`src/rtl/wb_pkg.sv`:
```
// wb_pkg: shared types and constants for the DDR3 write buffer.
// A beat is four 32-bit pixels with pixel 0 in the low bits.
package wb_pkg;
  localparam int BEAT_W       = 128;
  localparam int PIX_W        = 32;
  localparam int PIX_PER_BEAT = 4;

  typedef logic [BEAT_W-1:0] beat_t;

  typedef enum logic [1:0] {
    IDLE,
    ACTIVE,
    DONE
  } state_e;
endpackage

```
`src/rtl/wb_fifo.sv`:
```
// wb_fifo: synchronous beat FIFO with first-word fall-through read.
// Push while full and pop while empty are ignored.
module wb_fifo
  import wb_pkg::*;
#(
  parameter int DEPTH = 16
) (
  input  logic                   iCLK,
  input  logic                   iRST,
  input  logic                   push,
  input  beat_t                  wdata,
  input  logic                   pop,
  output beat_t                  rdata,
  output logic                   full,
  output logic                   empty,
  output logic [$clog2(DEPTH):0] count
);
  localparam int AW = $clog2(DEPTH);
  localparam logic [AW:0] FULL_CNT = (AW+1)'(DEPTH);

  beat_t         mem_q [DEPTH];
  logic [AW-1:0] wp_q, wp_d;
  logic [AW-1:0] rp_q, rp_d;
  logic [AW:0]   cnt_q, cnt_d;
  logic          do_push, do_pop;

  assign full    = cnt_q == FULL_CNT;
  assign empty   = cnt_q == '0;
  assign count   = cnt_q;
  assign rdata   = mem_q[rp_q];
  assign do_push = push && !full;
  assign do_pop  = pop && !empty;

  // Pointer and occupancy update; push and pop may coincide.
  always_comb begin
    wp_d  = wp_q;
    rp_d  = rp_q;
    cnt_d = cnt_q;
    if (do_push) wp_d = wp_q + 1'b1;
    if (do_pop)  rp_d = rp_q + 1'b1;
    case ({do_push, do_pop})
      2'b10:   cnt_d = cnt_q + 1'b1;
      2'b01:   cnt_d = cnt_q - 1'b1;
      default: cnt_d = cnt_q;
    endcase
  end

  // Pointer registers.
  always_ff @(posedge iCLK) begin
    if (iRST) begin
      wp_q  <= '0;
      rp_q  <= '0;
      cnt_q <= '0;
    end else begin
      wp_q  <= wp_d;
      rp_q  <= rp_d;
      cnt_q <= cnt_d;
    end
  end

  // Storage; contents are don't-care until written.
  always_ff @(posedge iCLK) begin
    if (do_push) mem_q[wp_q] <= wdata;
  end
endmodule

```
`src/rtl/write_buffer.sv`:
```
// write_buffer: packs ALU pixels into 128-bit beats and writes them to DDR3.
// Optional halo crop is enabled by defining WRITE_BUFFER_CROP_EN.
module write_buffer
  import wb_pkg::*;
#(
  parameter int ADDR_W     = 26,
  parameter int FIFO_DEPTH = 16,
  parameter int MAX_DIM    = 512
) (
  input  logic              iCLK,
  input  logic              iRST,
  input  logic              start,
  input  logic [ADDR_W-1:0] start_address,
  input  logic [15:0]       width,
  input  logic [15:0]       rows,
`ifdef WRITE_BUFFER_CROP_EN
  input  logic              crop,
`endif
  output logic              ready,
  output logic              done,
  input  logic              pix_valid,
  input  logic [PIX_W-1:0]  pix_data,
  output logic              pix_ready,
  input  logic              local_init_done,
  output logic [ADDR_W-1:0] avl_address,
  output logic              avl_write,
  output logic              avl_read,
  output logic              avl_burstbegin,
  output logic [BEAT_W-1:0] avl_writedata,
  input  logic              avl_wait_request_n
);
  localparam int CW = $clog2(FIFO_DEPTH) + 1;

  state_e            state_q, state_d;
  logic [ADDR_W-1:0] addr_q, addr_d;
  logic              wr_q, wr_d;
  beat_t             wdata_q, wdata_d;
  beat_t             pack_q, pack_d;
  logic [1:0]        lane_q, lane_d;
  logic [31:0]       tot_pix_q, tot_pix_d;
  logic [31:0]       pix_cnt_q, pix_cnt_d;
  logic [31:0]       tot_beat_q, tot_beat_d;
  logic [31:0]       beat_cnt_q, beat_cnt_d;
`ifdef WRITE_BUFFER_CROP_EN
  logic              crop_q, crop_d;
  logic [15:0]       w_q, w_d, r_q, r_d;
  logic [15:0]       col_q, col_d, row_q, row_d;
`endif

  logic [15:0]       out_w_c, out_r_c;
  logic [31:0]       pix_c, beat_c;
  logic              accept, keep, push, pop;
  logic              full, empty, beat_ack, last_beat;
  beat_t             push_data, fifo_rdata;
  logic [CW-1:0]     fifo_count;

  // Frame size and transfer lengths for a new request.
  always_comb begin
    out_w_c = width;
    out_r_c = rows;
    pix_c   = {16'd0, width} * {16'd0, rows};
`ifdef WRITE_BUFFER_CROP_EN
    if (crop) begin
      if (width < 16'd3 || rows < 16'd3) begin
        out_w_c = '0;
        out_r_c = '0;
        pix_c   = '0;
      end else begin
        out_w_c = width - 16'd2;
        out_r_c = rows - 16'd2;
      end
    end
`endif
    beat_c = ({16'd0, out_w_c} * {16'd0, out_r_c}) >> 2;
  end

`ifdef WRITE_BUFFER_CROP_EN
  assign keep = !crop_q ||
                (row_q != 16'd0 && row_q != r_q - 16'd1 &&
                 col_q != 16'd0 && col_q != w_q - 16'd1);
`else
  assign keep = 1'b1;
`endif

  assign pix_ready = (state_q == ACTIVE) && !full &&
                     (pix_cnt_q < tot_pix_q);
  assign accept    = pix_valid && pix_ready;
  assign push      = accept && keep && (lane_q == 2'd3);
  assign pop       = (state_q == ACTIVE) && !wr_q && !empty;
  assign beat_ack  = wr_q && avl_wait_request_n;
  assign last_beat = beat_ack && (beat_cnt_q + 32'd1 == tot_beat_q);

  // Current pixel merged into the beat under construction.
  always_comb begin
    push_data = pack_q;
    push_data[{lane_q, 5'd0} +: PIX_W] = pix_data;
  end

  wb_fifo #(
    .DEPTH (FIFO_DEPTH)
  ) u_fifo (
    .iCLK  (iCLK),
    .iRST  (iRST),
    .push  (push),
    .wdata (push_data),
    .pop   (pop),
    .rdata (fifo_rdata),
    .full  (full),
    .empty (empty),
    .count (fifo_count)
  );

  // Control FSM, packer and drainer next state.
  always_comb begin
    state_d    = state_q;
    addr_d     = addr_q;
    wr_d       = wr_q;
    wdata_d    = wdata_q;
    pack_d     = pack_q;
    lane_d     = lane_q;
    tot_pix_d  = tot_pix_q;
    pix_cnt_d  = pix_cnt_q;
    tot_beat_d = tot_beat_q;
    beat_cnt_d = beat_cnt_q;
`ifdef WRITE_BUFFER_CROP_EN
    crop_d = crop_q;
    w_d    = w_q;
    r_d    = r_q;
    col_d  = col_q;
    row_d  = row_q;
`endif
    unique case (state_q)
      IDLE: begin
        if (start && local_init_done) begin
          state_d    = ACTIVE;
          addr_d     = start_address;
          tot_pix_d  = pix_c;
          tot_beat_d = beat_c;
          pix_cnt_d  = '0;
          beat_cnt_d = '0;
          pack_d     = '0;
          lane_d     = '0;
`ifdef WRITE_BUFFER_CROP_EN
          crop_d = crop;
          w_d    = width;
          r_d    = rows;
          col_d  = '0;
          row_d  = '0;
`endif
        end
      end
      ACTIVE: begin
        if (accept) begin
          pix_cnt_d = pix_cnt_q + 32'd1;
          if (keep) begin
            lane_d = lane_q + 2'd1;
            pack_d = (lane_q == 2'd3) ? '0 : push_data;
          end
`ifdef WRITE_BUFFER_CROP_EN
          if (col_q == w_q - 16'd1) begin
            col_d = '0;
            row_d = row_q + 16'd1;
          end else begin
            col_d = col_q + 16'd1;
          end
`endif
        end
        if (beat_ack) begin
          wr_d       = 1'b0;
          addr_d     = addr_q + 1'b1;
          beat_cnt_d = beat_cnt_q + 32'd1;
        end else if (pop) begin
          wr_d    = 1'b1;
          wdata_d = fifo_rdata;
        end
        if (tot_beat_q == '0 || last_beat) state_d = DONE;
      end
      DONE:    state_d = IDLE;
      default: state_d = IDLE;
    endcase
  end

  // State registers with synchronous reset.
  always_ff @(posedge iCLK) begin
    if (iRST) begin
      state_q    <= IDLE;
      addr_q     <= '0;
      wr_q       <= 1'b0;
      wdata_q    <= '0;
      pack_q     <= '0;
      lane_q     <= '0;
      tot_pix_q  <= '0;
      pix_cnt_q  <= '0;
      tot_beat_q <= '0;
      beat_cnt_q <= '0;
`ifdef WRITE_BUFFER_CROP_EN
      crop_q <= 1'b0;
      w_q    <= '0;
      r_q    <= '0;
      col_q  <= '0;
      row_q  <= '0;
`endif
    end else begin
      state_q    <= state_d;
      addr_q     <= addr_d;
      wr_q       <= wr_d;
      wdata_q    <= wdata_d;
      pack_q     <= pack_d;
      lane_q     <= lane_d;
      tot_pix_q  <= tot_pix_d;
      pix_cnt_q  <= pix_cnt_d;
      tot_beat_q <= tot_beat_d;
      beat_cnt_q <= beat_cnt_d;
`ifdef WRITE_BUFFER_CROP_EN
      crop_q <= crop_d;
      w_q    <= w_d;
      r_q    <= r_d;
      col_q  <= col_d;
      row_q  <= row_d;
`endif
    end
  end

  assign ready          = (state_q == IDLE) && local_init_done;
  assign done           = state_q == DONE;
  assign avl_address    = addr_q;
  assign avl_write      = wr_q;
  assign avl_read       = 1'b0;
  assign avl_burstbegin = avl_write || avl_read;
  assign avl_writedata  = wdata_q;

  // Accepted frames must pack into whole beats and stay in range.
  a_dims: assert property (@(posedge iCLK) disable iff (iRST)
    (start && ready) |->
      (out_w_c[1:0] == 2'b00 &&
       {16'd0, width} <= 32'(MAX_DIM) &&
       {16'd0, rows} <= 32'(MAX_DIM)));

  // Pixel gating must keep the FIFO from overfilling.
  a_fifo: assert property (@(posedge iCLK) disable iff (iRST)
    fifo_count <= CW'(FIFO_DEPTH));
endmodule

```
`config.mk`:
```
export PLATFORM = sky130hd
export DESIGN_NAME = write_buffer
export DESIGN_NICKNAME = d
export VERILOG_FILES = /design/src/rtl/wb_pkg.sv /design/src/rtl/wb_fifo.sv /design/src/rtl/write_buffer.sv
export SDC_FILE = /design/constraint.sdc
export NUM_CORES = 2
export LEC_CHECK = 0
export ABC_CLOCK_PERIOD_IN_PS = 12100
export BUFFER_PORTS_ARGS = -buffer_cell sky130_fd_sc_hd__buf_2
export CAP_MARGIN = 25
export CORE_ASPECT_RATIO = 1.5
export CORE_MARGIN = 3
export CORE_UTILIZATION = 45
export CTS_CLUSTER_SIZE = 30
export DETAILED_ROUTE_END_ITERATION = 8
export SYNTH_ARGS = -nofsm -noshare
export SYNTH_HDL_FRONTEND = slang
export SYNTH_SLANG_ARGS = --single-unit
```
`constraint.sdc`:
```
create_clock -name iCLK -period 12.1 [get_ports iCLK]
set_input_delay 1.21 -clock iCLK [delete_from_list [all_inputs] [get_ports iCLK]]
set_output_delay 1.21 -clock iCLK [all_outputs]
set_load 0.1 [all_outputs]
```
==> reports/qor_table.md <==
| Parameter | Value |
| --- | --- |
| Run status | completed |
| Total number of clock tree sinks | 2444 |
| Reported leakage power | 37.1 nW |
| Pwr dens | 178 mW/mm^2 |
| Met1 usage in global routing | 31.5% |
| EDFF count, synth | 2048 |
| Largest net degree at the start of global routing | 159 |
| Synth async-reset ratio | 0% |
| Hold Path Origin | avl_writedata[14] |
| Unrepaired setup endpoints after global routing | no |
| Layout net count | 7258 |
| TritonCTS Buffers | 228 |
| Max cap viols | 0 |
| CTS tree | yes |
| Die Y | 596 um |
| Time the final worst path needs with I/O delays and setup | 6.56 ns |
| Top FF cell, synth | sky130_fd_sc_hd__edfxtp_1 |
| Adder-Cell Fraction of Synth Area | 5.57% |
| Area share of and/or/nand/nor cells after synthesis | 6.41% |
| Headroom to the max-slew limit | 8.61% |
| Yosys synthesis warning count | 0 |
| Slew at the pin with the worst max-slew slack | 1.37 ns |
| Endpoint of the worst register-to-register path | u_fifo.mem_q[3][64] |
| Fraction of met3 tracks used by global routing | 3.90% |
| Initial antenna violation count | 19 |
| Family with the most delay on the worst path | adder cells |
| Worst endpoint data arrival time | 7.32 ns |
| Critical path origin | rows[7] |
| Routed wire length per instance | 28.3 um |
| Synth Instances | 6502 |
| CP bufs+invs | 6 |
| GR met2 Demand/Resource | 40.4% |
| Post-DP HPWL | 154000 um |
| Post-CTS setup repair buffer count | 0 |
| Reg2Reg Setup Slack | 6.36 ns |
| Yosys top cell area share | 58.9% |
| Aggregate global-route resource usage | 23.9% |
| Most used standard cell by instance count after synthesis | sky130_fd_sc_hd__edfxtp_1 |
| Die Width | 399 um |
| Endpoint, Worst Hold | avl_writedata[14] |
| Wire length of the first global-routing pass | 416000 um |
| Mapped Avg Cell Area | 16.1 sq um |
| Via count of the first global-routing pass | 60600 |
| Final setup violation count | 0 |
| Cell repeated most along the worst path | sky130_fd_sc_hd__fa_1 |
| Placement Rows | 215 |
| CP startpoint kind | primary input |
| Total iterations of the first detailed-routing run | 5 |
| Commonest cells in the synthesized netlist | sky130_fd_sc_hd__edfxtp_1, sky130_fd_sc_hd__nand2_1, sky130_fd_sc_hd__mux4_2 |
| Number of design rule violations left after detail routing | 0 |
| Port Buffers | 254 |
| Worst hold path depth | 2 |
| Area of the mapped netlist | 0.104 sq mm |
| Compound-gate portion of the synthesized area | 4.00% |
| Clock Path Buffers | 4 |
| Share of cells above drive strength 1 | 21.8% |
| Fmax | 152 MHz |
| Hold buffer count at cts | 0 |
| CP Class | in -> reg |
| Vias per std cell | 5.88 |
| Worst clock skew on the final layout | 0.0614 ns |
| IO Pins | 256 |
| Area share of xor/xnor cells in the synthesized design | 0.688% |
| Data required time at the worst endpoint | 12.86 ns |
| Number of pins exceeding their max-slew limit in the final report | 0 |
| Synthesized netlist net count | 6946 |
| GRT Max-Usage Layer | met2 |
| DP Cell Count | 9612 |
| Final TNS setup | 0 ns |
| Worst-path cell chain | buf_2 > nand2_1 > fa_1 > inv_1 > fa_1 > inv_1 > fa_1 > inv_1 > fa_1 > fa_1 > inv_1 > fa_1 > inv_1 > ha_1 > a21oi_1 > o21ai_0 > a311oi_1 > o21ai_0 > o41ai_1 > nand3b_1 > o211ai_1 > a32o_1 |
| Cell taking the most area after synthesis | sky130_fd_sc_hd__edfxtp_1 |
| DRT iter0 DRCs | 5628 |
| Number of endpoints with negative hold slack in the final report | 0 |
| Stage delay of the slowest cell on the critical path | 0.55 ns |
| # H-tree levels | 4 |
| Reg clk slew, reported paths | 0.06 ns |
| Worst IR drop on VDD | 0.225 mV |
| Total congestion overflow after global routing | 0 |
| Depth of the worst register-to-register path | 13 |
| Synth area leaders | sky130_fd_sc_hd__edfxtp_1, sky130_fd_sc_hd__mux4_2, sky130_fd_sc_hd__dfxtp_1 |
| Routed vias | 59200 |
| Syn-to-layout area delta | 12.9% |
| Remaining antenna violation count after routing | 0 |
| Kind of capture point of the worst setup path | flop |
| Clock tree root buffer cell | sky130_fd_sc_hd__clkbuf_16 |
| Std-Cell Core Area | 0.230 sq mm |
| Final worst-path cycle share | 54.2% |
| Multiplexer area fraction after synthesis | 13.9% |
| Worst min-delay path class | reg -> reg |
| Largest driver fanout on the critical path | 16 |
| Number of non-filler instances in the completed layout | 10100 |
| FF-to-FF Start | tot_pix_q[19] |
| Share of the yosys chip area belonging to registers | 66.5% |
| Total routed wirelength | 284000 um |
| Skew-Pair Late Insertion Delay | 0.89 ns |
| Unique cell type count in the Yosys netlist | 84 |
| Slowest CP cell | sky130_fd_sc_hd__fa_1 |
| Die ar. | 0.238 sq mm |
| Dominant combinational cell family by area after synthesis | multiplexers |
| Final Wtd Congestion | 0.848 |
| Starting Density | 45.4% |
| Number of register bits inferred by synthesis | 2444 |
| Quantity of gates resized following cts | 0 |
## worst register-to-register path: stages, from the launching register on
cell                       delay (ns)
sky130_fd_sc_hd__dfxtp_1         0.64
sky130_fd_sc_hd__inv_1           0.11
sky130_fd_sc_hd__ha_1            0.32
sky130_fd_sc_hd__and4_1          0.23
sky130_fd_sc_hd__a221oi_1        0.26
sky130_fd_sc_hd__a21boi_1        0.11
sky130_fd_sc_hd__o31ai_1         0.39
sky130_fd_sc_hd__and2_1          0.22
sky130_fd_sc_hd__o211a_1         0.42
sky130_fd_sc_hd__nand2_1         0.29
sky130_fd_sc_hd__nor3_2          0.21
sky130_fd_sc_hd__buf_4           0.56
sky130_fd_sc_hd__buf_4           0.71
sky130_fd_sc_hd__buf_4           0.83
## cell families (layout without fill, tap and decap cells)
group | Yosys count | count (layout)
other cells | 1 | 14
xor+xnor | 82 | 82
fa+ha+maj | 348 | 348
buf+inv | 789 | 1292
flops | 2444 | 2444
mux | 647 | 647
compound gates | 741 | 741
simple gates | 1450 | 1450
## metal layers
metal | up-vias | part of all wire (%) | routed length [um]
met4 | 10 | 3.7 | 10500
met2 | 2254 | 50 | 142000
met3 | 510 | 7.2 | 20500
li1 | 25200 | - | -
met5 | - | 0.023 | 66
met1 | 31100 | 39 | 111000
## power by group
part	switching [mW]	internal, mW
registers	0.0824	9.24
clock network	3.17	4.36
logic	2.60	1.48
## how the worst max path moves through the flow
| stage | end | cells past startpoint | slack, ns |
|---|---|---|---|
| after floorplan | u_fifo.mem_q[0][0] | 11 | 0.36 |
| after global placement | tot_pix_q[31] | 20 | 4.76 |
| after detailed placement | tot_pix_q[31] | 20 | 4.70 |
| after CTS | tot_pix_q[31] | 20 | 5.56 |
| after global routing | tot_pix_q[31] | 20 | 5.24 |
| final | tot_pix_q[31] | 22 | 5.54 |
## per-stage QoR
step / total power, mW / setup WS [ns] / hold slack, ns / cell area, sq um / util (%)
finish: 20.9 / 5.54 / 0.450 / 118000 / 51.3
global route: 21.9 / 5.24 / 0.461 / 118000 / 51.3
CTS: 21.1 / 5.56 / 0.452 / 118000 / 51.2
detailed placement: 13.5 / 4.70 / 0.443 / 110000 / 47.8
global placement: 13.5 / 4.76 / 0.437 / 110000 / 47.8
floorplan: 12.3 / 0.359 / 0.432 / 104000 / -
## final cells by class
class                           instances  area, sq um
Fill cell                           18800       112000
Sequential cell                      2444        69400
Multi-Input combinational cell       3269        32100
Clock buffer                          283         6190
Tap cell                             3038         3800
Timing Repair Buffer                  462         3190
Clock inverter                        138         1630
Inverter                              409         1540
Antenna cell                           13         32.5
## sequential cells by signal (all words and copies together), names as in the netlist
| register | cells |
|---|---|
| avl_address | 26 |
| tot_pix_q | 32 |
| avl_writedata | 128 |
| beat_cnt_q | 32 |
| state_q | 2 |
| lane_q | 2 |
| u_fifo.mem_q | 2048 |
| avl_burstbegin | 1 |
| pack_q | 128 |
| u_fifo.rp_q | 4 |
| pix_cnt_q | 32 |
| u_fifo.wp_q | 4 |
| u_fifo.count | 5 |
## layout by cell type, fill, tap and decap left out, types with 28 or more instances in the layout
| master | netlist | final |
|---|---|---|
| sky130_fd_sc_hd__or3_1 | 29 | 28 |
| sky130_fd_sc_hd__clkbuf_16 | 0 | 230 |
| sky130_fd_sc_hd__o21ai_0 | 198 | 169 |
| sky130_fd_sc_hd__and2_1 | 126 | 126 |
| sky130_fd_sc_hd__dfxtp_1 | 396 | 392 |
| sky130_fd_sc_hd__bufinv_16 | 0 | 34 |
| sky130_fd_sc_hd__fa_1 | 195 | 195 |
| sky130_fd_sc_hd__nand3_1 | 178 | 177 |
| sky130_fd_sc_hd__buf_2 | 37 | 253 |
| sky130_fd_sc_hd__clkbuf_1 | 278 | 29 |
| sky130_fd_sc_hd__mux4_2 | 640 | 640 |
| sky130_fd_sc_hd__nor3_1 | 44 | 30 |
| sky130_fd_sc_hd__clkinv_2 | 0 | 49 |
| sky130_fd_sc_hd__inv_1 | 408 | 408 |
| sky130_fd_sc_hd__xnor2_1 | 56 | 56 |
| sky130_fd_sc_hd__o21ai_1 | 1 | 30 |
| sky130_fd_sc_hd__nand2_1 | 799 | 798 |
| sky130_fd_sc_hd__nand4_1 | 40 | 40 |
| sky130_fd_sc_hd__ha_1 | 153 | 152 |
| sky130_fd_sc_hd__buf_4 | 5 | 183 |
| sky130_fd_sc_hd__a21oi_1 | 389 | 389 |
| sky130_fd_sc_hd__edfxtp_1 | 2048 | 2048 |
| sky130_fd_sc_hd__nor2_1 | 119 | 111 |
(Power assumes the default switching activity.)
